===== config.mk =====
export PLATFORM = sky130hd
export DESIGN_NAME = wishbone_uart_rx_fifo_slave
export DESIGN_NICKNAME = d
export VERILOG_FILES = /design/src/rtl/wishbone_uart_rx_fifo_slave.sv
export SDC_FILE = /design/constraint.sdc
export NUM_CORES = 1
export LEC_CHECK = 0
export ABC_CLOCK_PERIOD_IN_PS = 3450
export CORE_AREA = 3 3 137 106
export CTS_BUF_LIST = sky130_fd_sc_hd__clkbuf_4
export CTS_CLUSTER_SIZE = 20
export DETAILED_ROUTE_END_ITERATION = 8
export DIE_AREA = 0 0 140 109
export PLACE_DENSITY_LB_ADDON = 0.08
export SYNTH_ARGS = -nofsm -noshare
export SYNTH_HDL_FRONTEND = slang
export SYNTH_SLANG_ARGS = --single-unit

===== constraint.sdc =====
create_clock -name clk_i -period 3.45 [get_ports clk_i]
set_clock_uncertainty 0.1 [all_clocks]
set_input_delay 0.345 -clock clk_i [delete_from_list [all_inputs] [get_ports clk_i]]
set_output_delay 0.345 -clock clk_i [all_outputs]
set_load 0.01 [all_outputs]

===== src/rtl/wishbone_uart_rx_fifo_slave.sv =====
// Wishbone classic slave that queues bytes from a UART receiver in a FIFO.
// The master pops bytes through RXDATA, polls STATUS and flushes or clears the overrun flag through CONTROL.
module wishbone_uart_rx_fifo_slave #(
  parameter int DEPTH_LOG2 = 4
) (
  input  logic        clk_i,
  input  logic        rst_i,
  input  logic [31:0] addr_i,
  input  logic        we_i,
  input  logic [31:0] data_i,
  input  logic        cyc_i,
  input  logic        stb_i,
  output logic [31:0] data_o,
  output logic        ack_o,
  input  logic [7:0]  rx_data_i,
  input  logic        rx_data_valid_i,
  output logic        rx_data_ready_o,
  output logic        irq_o
);

  localparam int DEPTH = 1 << DEPTH_LOG2;
  localparam logic [DEPTH_LOG2:0]   FULL_COUNT = {1'b1, {DEPTH_LOG2{1'b0}}};
  localparam logic [DEPTH_LOG2-1:0] PTR_ONE    = 1;
  localparam logic [DEPTH_LOG2:0]   COUNT_ONE  = 1;

  localparam logic [1:0] ADDR_RXDATA  = 2'b00;
  localparam logic [1:0] ADDR_STATUS  = 2'b01;
  localparam logic [1:0] ADDR_CONTROL = 2'b10;

  logic [7:0]            r_mem [DEPTH];
  logic [DEPTH_LOG2-1:0] r_rdPtr;
  logic [DEPTH_LOG2-1:0] r_wrPtr;
  logic [DEPTH_LOG2:0]   r_count;
  logic                  r_overrun;
  logic                  r_ack;
  logic [31:0]           r_data;
  logic                  r_ready;

  logic        w_req;
  logic [1:0]  w_sel;
  logic        w_notEmpty;
  logic        w_full;
  logic        w_pop;
  logic        w_flush;
  logic        w_clrOvr;
  logic        w_pushReq;
  logic        w_push;
  logic        w_overflow;
  logic [7:0]  w_countByte;
  logic [31:0] w_rdData;
  logic        w_unused;

  assign w_unused = ^{addr_i[31:4], addr_i[1:0], data_i[31:2]};

  // A request is accepted only on the edge that raises ack, so each transfer has exactly one side effect.
  assign w_req      = cyc_i & stb_i & ~r_ack;
  assign w_sel      = addr_i[3:2];
  assign w_notEmpty = (r_count != '0);
  assign w_full     = (r_count == FULL_COUNT);
  assign w_pop      = w_req & ~we_i & (w_sel == ADDR_RXDATA) & w_notEmpty;
  assign w_flush    = w_req & we_i & (w_sel == ADDR_CONTROL) & data_i[1];
  assign w_clrOvr   = w_req & we_i & (w_sel == ADDR_CONTROL) & data_i[0];
  assign w_pushReq  = rx_data_valid_i & r_ready;
  // A pop on the same edge frees a slot, so a full FIFO can still accept the byte.
  assign w_push     = w_pushReq & (~w_full | w_pop) & ~w_flush;
  assign w_overflow = w_pushReq & w_full & ~w_pop & ~w_flush;
  assign w_countByte = 8'(r_count);

  always_comb begin
    w_rdData = '0;
    if (!we_i) begin
      case (w_sel)
        ADDR_RXDATA: if (w_notEmpty) w_rdData = {24'h0, r_mem[r_rdPtr]};
        ADDR_STATUS: w_rdData = {16'h0, w_countByte, 5'h0, r_overrun, w_full, w_notEmpty};
        default:     w_rdData = '0;
      endcase
    end
  end

  always_ff @(posedge clk_i) begin
    if (w_push) r_mem[r_wrPtr] <= rx_data_i;
  end

  always_ff @(posedge clk_i) begin
    if (rst_i) begin
      r_ack     <= 1'b0;
      r_data    <= '0;
      r_ready   <= 1'b0;
      r_rdPtr   <= '0;
      r_wrPtr   <= '0;
      r_count   <= '0;
      r_overrun <= 1'b0;
    end else begin
      r_ack   <= w_req;
      r_data  <= w_req ? w_rdData : '0;
      r_ready <= 1'b1;
      if (w_flush) begin
        r_rdPtr <= '0;
        r_wrPtr <= '0;
        r_count <= '0;
      end else begin
        if (w_push) r_wrPtr <= r_wrPtr + PTR_ONE;
        if (w_pop)  r_rdPtr <= r_rdPtr + PTR_ONE;
        if (w_push && !w_pop)      r_count <= r_count + COUNT_ONE;
        else if (w_pop && !w_push) r_count <= r_count - COUNT_ONE;
      end
      // Setting wins over clearing when both land on the same edge.
      if (w_overflow)    r_overrun <= 1'b1;
      else if (w_clrOvr) r_overrun <= 1'b0;
    end
  end

  assign ack_o           = r_ack;
  assign data_o          = r_data;
  assign rx_data_ready_o = r_ready;
  assign irq_o           = w_notEmpty;

endmodule


==> results of run 1 <==
==> power by group through the flow <==
| stage | registers (mW) | logic (mW) | clock network (mW) |
|---|---|---|---|
| floorplan | 2.17 | 0.143 | 0 |
| global placement | 2.17 | 0.228 | 0 |
| detailed placement | 2.17 | 0.232 | 0 |
| CTS | 2.13 | 0.233 | 0.981 |
| global route | 2.13 | 0.258 | 1.07 |
| finish | 2.13 | 0.231 | 0.946 |
==> logic make-up after synthesis <==
family          Yosys count
compound gates           34
xor+xnor                  8
fa+ha+maj                11
buf+inv                  46
flops                   161
mux                      44
other cells               1
simple gates             89
==> placed cells by master, fill, tap and decap left out, types with 5 or more instances in the layout <==
cell             count
nor2_1              31
edfxtp_1           128
nor3_1               6
a21oi_1              8
mux2i_1             13
nand3_1              8
nand2b_1             5
mux4_2              28
clkbuf_4            17
o21ai_0              5
clkdlybuf4s50_1     33
buf_4               36
nand2_1             12
a211oi_1            10
xor2_1               6
ha_1                10
dfxtp_1             32
and2_1              10
inv_1                9
conb_1              19
==> layout make-up <==
type / count / area [sq um]
inverter: 9 / 33.78
clock buffer: 17 / 127.6
tap: 171 / 214.0
clock inverter: 15 / 110.1
fill: 1027 / 5722
multi-input combinational: 205 / 1749
timing repair buffer: 69 / 600.6
sequential: 161 / 4506
==> layer usage <==
metal  up-vias  GRT usage [%]  routed length [microns]
met5         -              0                        0
met4         0          4.910                      109
met3         9          3.551                      805
met2        94          26.60                     5807
met1      1747          27.89                     6157
li1       1605              -                        -
==> worst paths after layout <==
check	start	endpoint	slack, ps	cells after the start
worst max-delay path	r_count[0]	r_count[4]	250	11
worst min-delay path	rst_i	rx_data_ready_o	300	2
worst max register to register	r_count[0]	r_count[4]	250	11
worst min register to register	ack_o	ack_o	390	1
==> registers in the layout, summed over array words and instances (netlist names), named ones only <==
| name | flops |
|---|---|
| rx_data_ready_o | 1 |
| ack_o | 1 |
| r_wrPtr | 4 |
| r_count | 5 |
| data_o | 13 |
| r_mem | 128 |
| r_overrun | 1 |
| r_rdPtr | 4 |
==> critical path: cells and delay by family (launching register included) <==
family | cells | cell delay, ps
adder cells (fa/ha/maj) | 2 | 450
AO/OA/AOI/OAI | 3 | 680
AND/OR/NAND/NOR | 4 | 1200
buffers and inverters | 1 | 70
multiplexers | 1 | 260
flip-flops | 1 | 340
==> metrics.txt, run 1 <==
outcome complete, no violations; routed wire length about 13,000 microns; leading area contributor after synthesis edfxtp_1; antenna cells 0; max-slew violations 0; pwr dens 450.0 nW/um^2; setup violators final 0; top-count cell post-synth edfxtp_1; Setup WS pre-CTS 46.68 ps; number of routed nets with antenna violations 0; total CTS buffers 17; largest family of logic cells by synthesized area multiplexers; largest net degree at the start of global routing 17; final hold viol count 0; Worst setup SP type register; syn_area_per_cell 16.38 sq um; Clock Latency Late Sink 520 ps; final design utilization 56.20%; vias in the first global route 3,373; clock slew at reported path FFs 140 ps; initial antenna violation count 0; mux cell area share after synthesis about 12%; Logic pwr share 7.0%; Pre-antenna DRT Iters 4; I/O pins approximately 110; maxcap violations 0; row cnt 36; WL per Instance 19.91 microns; final setup TNS 0 ps; Seq/Total Area, Yosys 69.78%; Worst Path Arrival roughly 3500 ps; CTS Hold Buffers Added 0; Flop pwr share 64.4%; xor-xnor portion of the synthesized cell area 1.085%; synth unique cells 44; GRT Util Overall a little under a fifth; IO buf count 33; CP Cell Sequence or4_1, a211o_1, and2_1, ha_1, inv_1, ha_1, nor2b_1, o21a_1, or3_1, a21o_1, mux2_2; Clock Power Share 28.6%; Static Leak 2.444 nW; highest cell delay on the worst timing path 550 ps; post-CTS resize count 0; CTS tree built; EDFF count, synth 128; Mapped Cells 394; die area ~15,000 sq um; Final Cell Area ~7300 sq um; synthesis warning total 0; CTS root buf clkbuf_4; Die Span Y 109 microns; CP most frequent cell ha_1; core footprint 13,060 sq um; min-delay worst type input pin to register; crit share post-route between 90% and 100%; Layout area overhead 13.72%; Die Wd around 140 microns; compound-cell area share of the yosys netlist 3.508%; Psw between 700 and 800 uW; Setup CP Type register to register; Achievable Freq 312.8 MHz; Top FF cell, synth edfxtp_1; Post-CTS Setup Inserts 0; depth of the CTS H-tree 4; Seq cells post-synth 161; Setup crit end kind register; synth top area cells edfxtp_1 60%, dfxtp_1 10%, mux4_2 9.8%; Nets around 550; layout cells sized above 1 21.01%; Slew Limit Headroom between 40% and 50%; clk sinks 161; RSZ-0062 raised after global routing false; Avg Vias per Cell 5.340; post-synthesis adder-cell area fraction ~2.2%; DRC viols 0; GP Congestion 0.7702; Crit-path slowest cell or4_1; via count 3,455; dpl cell area between 7000 and 8000 sq um; Commonest cells post-synth 128 x edfxtp_1, 33 x dfxtp_1, 31 x nor2_1, 28 x mux4_2, 22 x buf_4; Starting DRT DRC Count 292; first-pass GRT wire length 20,150 microns; asr flop ratio synth 0%; CTS Buffer Depth 2; non-filler instance count after layout approximately 650; Initial Util 49.42%; Synth Cell Area approximately 6500 sq um; worst-path maximum fanout 2; dpl hpwl 8799 microns; Post-Synth Simple-Gate Area 6.842%; # placed instances 615; switching part of the total power ~24%; fraction of post-synthesis cell area in the top cell type by area roughly 60%; slack of the critical path 252.7 ps; remaining global-route overflow 0; Peak VDD IR between 0.0002 and 0.0003 V; Cell Int Power 2.507 mW; post-layout total power 3.303 mW; Worst-Margin Slew around 750 ps; worst hold slack 301.1 ps; CP required around 3800 ps; Final Critical Period around 3200 ps
Power figures use the tool's default switching activity.
==> inputs of run 2 (changes only) <==
--- a/config.mk
+++ b/config.mk
@@ -5,12 +5,13 @@
 export SDC_FILE = /design/constraint.sdc
 export NUM_CORES = 1
 export LEC_CHECK = 0
+export ABC_AREA = 1
 export ABC_CLOCK_PERIOD_IN_PS = 3450
-export CORE_AREA = 3 3 137 106
+export CORE_AREA = 3 3 139 107
 export CTS_BUF_LIST = sky130_fd_sc_hd__clkbuf_4
 export CTS_CLUSTER_SIZE = 20
 export DETAILED_ROUTE_END_ITERATION = 8
-export DIE_AREA = 0 0 140 109
+export DIE_AREA = 0 0 142 110
 export PLACE_DENSITY_LB_ADDON = 0.08
 export SYNTH_ARGS = -nofsm -noshare
 export SYNTH_HDL_FRONTEND = slang
==> metrics.txt, run 2 <==
non-filler instance count after layout 859 (+33%); Worst setup SP type register; Die Wd 142 microns (+1.4%); Commonest cells post-synth 128 x edfxtp_1, 97 x nor2_1, 95 x nand2_1, 49 x inv_1, 45 x nand3_1; post-synthesis adder-cell area fraction 2.142% (-0.11 points); CTS Buffer Depth 2 (unchanged); synth unique cells 31 (-30%); EDFF count, synth 128 (unchanged); largest net degree at the start of global routing 66 (+49); xor-xnor portion of the synthesized cell area 0.7755% (-0.31 points); compound-cell area share of the yosys netlist 7.829% (+4.3 points); via count 4,491 (+30%); Nets 760 (+38%); Layout area overhead 10.56%; Biggest register r_mem; Slew Limit Headroom 38.07% (-12 points); final setup TNS 0 ps (unchanged); IO buf count 33 (unchanged); Achievable Freq 378.7 MHz (+21%); mux cell area share after synthesis 0% (-12 points); Crit-path slowest cell dfxtp_1; clock slew at reported path FFs 120 ps (-20 ps); Post-Synth Simple-Gate Area 15.36% (+8.5 points); clk sinks 161 (unchanged); first-pass GRT wire length 22,430 microns (+11%); CTS Hold Buffers Added 0 (unchanged); pwr dens 445.8 nW/um^2 (-0.92%); CTS root buf clkbuf_4; WL per Instance 16.63 microns (-16%); I/O pins 113 (unchanged); asr flop ratio synth 0% (unchanged); antenna cells 0 (unchanged); Worst Hold Launch rst_i; dpl hpwl 9317 microns (+5.9%); synthesis warning total 0 (unchanged); Pre-antenna DRT Iters 5 (+1); initial antenna violation count 0 (unchanged); top-count cell post-synth edfxtp_1; largest family of logic cells by synthesized area simple AND/OR/NAND/NOR gates; vias in the first global route 4,148 (+23%); total CTS buffers 17 (unchanged); # placed instances 827 (+34%); Top FF cell, synth edfxtp_1; Worst Hold Path EP r_overrun; Post-CTS Setup Inserts 0 (unchanged); CP Cell Sequence inv_1, nand2_1, nor3_4, nand3_1, nand2_2, inv_4, ha_1, inv_1, ha_1, inv_1, o21ai_0, a21oi_1, xor2_1, nand2_1, a21oi_1; depth of the CTS H-tree 4 (unchanged); core footprint 13,660 sq um (+4.5%); final hold viol count 0 (unchanged); Starting DRT DRC Count 365 (+25%); Die Span Y 110 microns (+0.92%); final-layout fill cell count 1,170 (+14%); worst hold path depth 2 (unchanged); R2R setup slack 810 ps (+560 ps); RSZ-0062 raised after global routing false; routed wire length 14,280 microns (+11%); GP Congestion 0.7867 (+2.1%); Worst Path Arrival 3000 ps (-520 ps); CP most frequent cell inv_1; min-delay worst type input pin to register; Synth Cell Area 6776 sq um (+5.0%); Clock Latency Late Sink 520 ps (about the same); number of flip-flops in the largest register 128 (unchanged); worst-path maximum fanout 10 (+8); leading area contributor after synthesis edfxtp_1; Setup CP Type register to register; remaining global-route overflow 0 (unchanged); Initial Util 49.62% (+0.20 points); synth top area cells edfxtp_1 57%, dfxtp_1 9.7%, nor2_1 5.4%; fraction of post-synthesis cell area in the top cell type by area 56.72% (-2.8 points); Static Leak 2.795 nW (+14%); highest cell delay on the worst timing path 340 ps (-210 ps); Mapped Cells 622 (+58%); Final Critical Period 2641 ps (-556.5 ps); syn_area_per_cell 10.89 sq um (-34%); DRC viols 0 (unchanged); layout cells sized above 1 9.503% (-12 points); row cnt 37 (+2.8%); setup violators final 0 (unchanged); number of routed nets with antenna violations 0 (unchanged); Critical R2R Launch r_count[1]; die area 15,620 sq um (+2.4%); crit share post-route 76.54% (-16 points); maxcap violations 0 (unchanged); Seq cells post-synth 161 (unchanged); outcome complete, no violations; Setup crit end kind register; Worst-Margin Slew 927.6 ps (+175.7 ps); Seq/Total Area, Yosys 66.47% (-3.3 points); Avg Vias per Cell 5.228 (-2.1%); Peak VDD IR 0.0002152 V (-21%); commonest non-fill, non-tap cell in the layout edfxtp_1; post-CTS resize count 0 (unchanged); CP required 3810 ps (+40 ps); max-slew violations 0 (unchanged); worst reg2reg path depth 15 (+4); Worst R2R End r_count[4]; commonest cells after routing, fill and taps aside 128 x edfxtp_1, 97 x nor2_1, 95 x nand2_1, 49 x inv_1, 45 x nand3_1; GRT Util Overall 19.16% (+1.1 points); CTS tree built
run 2: cell types whose count changed after synthesis, moves of 10 or more:
cell	change
and2_1	-10
o21ai_1	+12
o211ai_1	+12
o21ai_0	+38
inv_1	+40
a21oi_1	+11
nand3_1	+37
nand2_1	+83
mux2i_1	-13
a211oi_1	-10
nor2_1	+66
mux4_2	-28
run 2: power breakdown:
| part | switching [mW] | total, mW | leakage, nW | internal (mW) |
|---|---|---|---|---|
| registers | 0.0165 | 2.13 | 1.42 | 2.11 |
| clock network | 0.619 | 0.981 | 0.145 | 0.363 |
| logic | 0.147 | 0.230 | 1.23 | 0.0824 |
run 2: through the flow:
step / util, % / area (sq um) / setup WS (ps) / power [mW] / hold slack (ps)
after floorplan: - / 6844 / 1164 / 2.326 / 316.7
after global placement: 53.15 / 7258 / 398.4 / 2.398 / 362.9
after detailed placement: 53.15 / 7258 / 367.5 / 2.404 / 359.7
after CTS: 54.86 / 7492 / 797.6 / 3.375 / 262.9
after global routing: 54.86 / 7492 / 565.0 / 3.492 / 290.9
final: 54.86 / 7492 / 809.2 / 3.340 / 307.7
run 2: worst max-delay path by stage:
stage,startpoint,endpoint,slack (ps),cells past startpoint
floorplan,r_count[1],r_count[4],1160,13
global placement,cyc_i,r_count[4],400,16
detailed placement,stb_i,r_count[4],370,16
CTS,r_count[1],r_count[4],800,15
global route,r_count[1],r_count[4],570,15
finish,r_count[1],r_count[4],810,15
run 2: cell type report:
type / count / area (sq um) / share of cell area (%)
multi-input combinational: 383 / 1841 / 24.57
tap: 175 / 219.0 / 2.923
clock buffer: 19 / 142.6 / 1.904
inverter: 54 / 205.2 / 2.739
clock inverter: 13 / 91.34 / 1.219
timing repair buffer: 54 / 488.0 / 6.513
sequential: 161 / 4506 / 60.14
run 2: logic make-up (layout without fill, tap and decap cells):
group,after synthesis,count (layout)
AO/OA/AOI/OAI,97,97
XOR/XNOR,6,6
adder cells (fa/ha/maj),11,11
buffers and inverters,96,140
flip-flops,161,161
other,1,19
AND/OR/NAND/NOR,250,250
run 2: worst max-delay path: cells and delay by family (launching register included):
kind | cells | cell delay (ps)
xor gates and xnor gates | 1 | 160
adders and majority gates | 2 | 520
buffers and inverters | 4 | 400
AOI/OAI and AO/OA | 3 | 350
DFF | 1 | 340
and+or+nand+nor | 5 | 700
run 2: layer usage:
layer / vias to the layer above / GRT usage (%) / routed length (microns)
li1: 2181 / - / -
met1: 2149 / 29.00 / 7002
met2: 148 / 27.91 / 6160
met3: 13 / 4.355 / 980
met4: 0 / 5.274 / 141
met5: - / 0 / 0
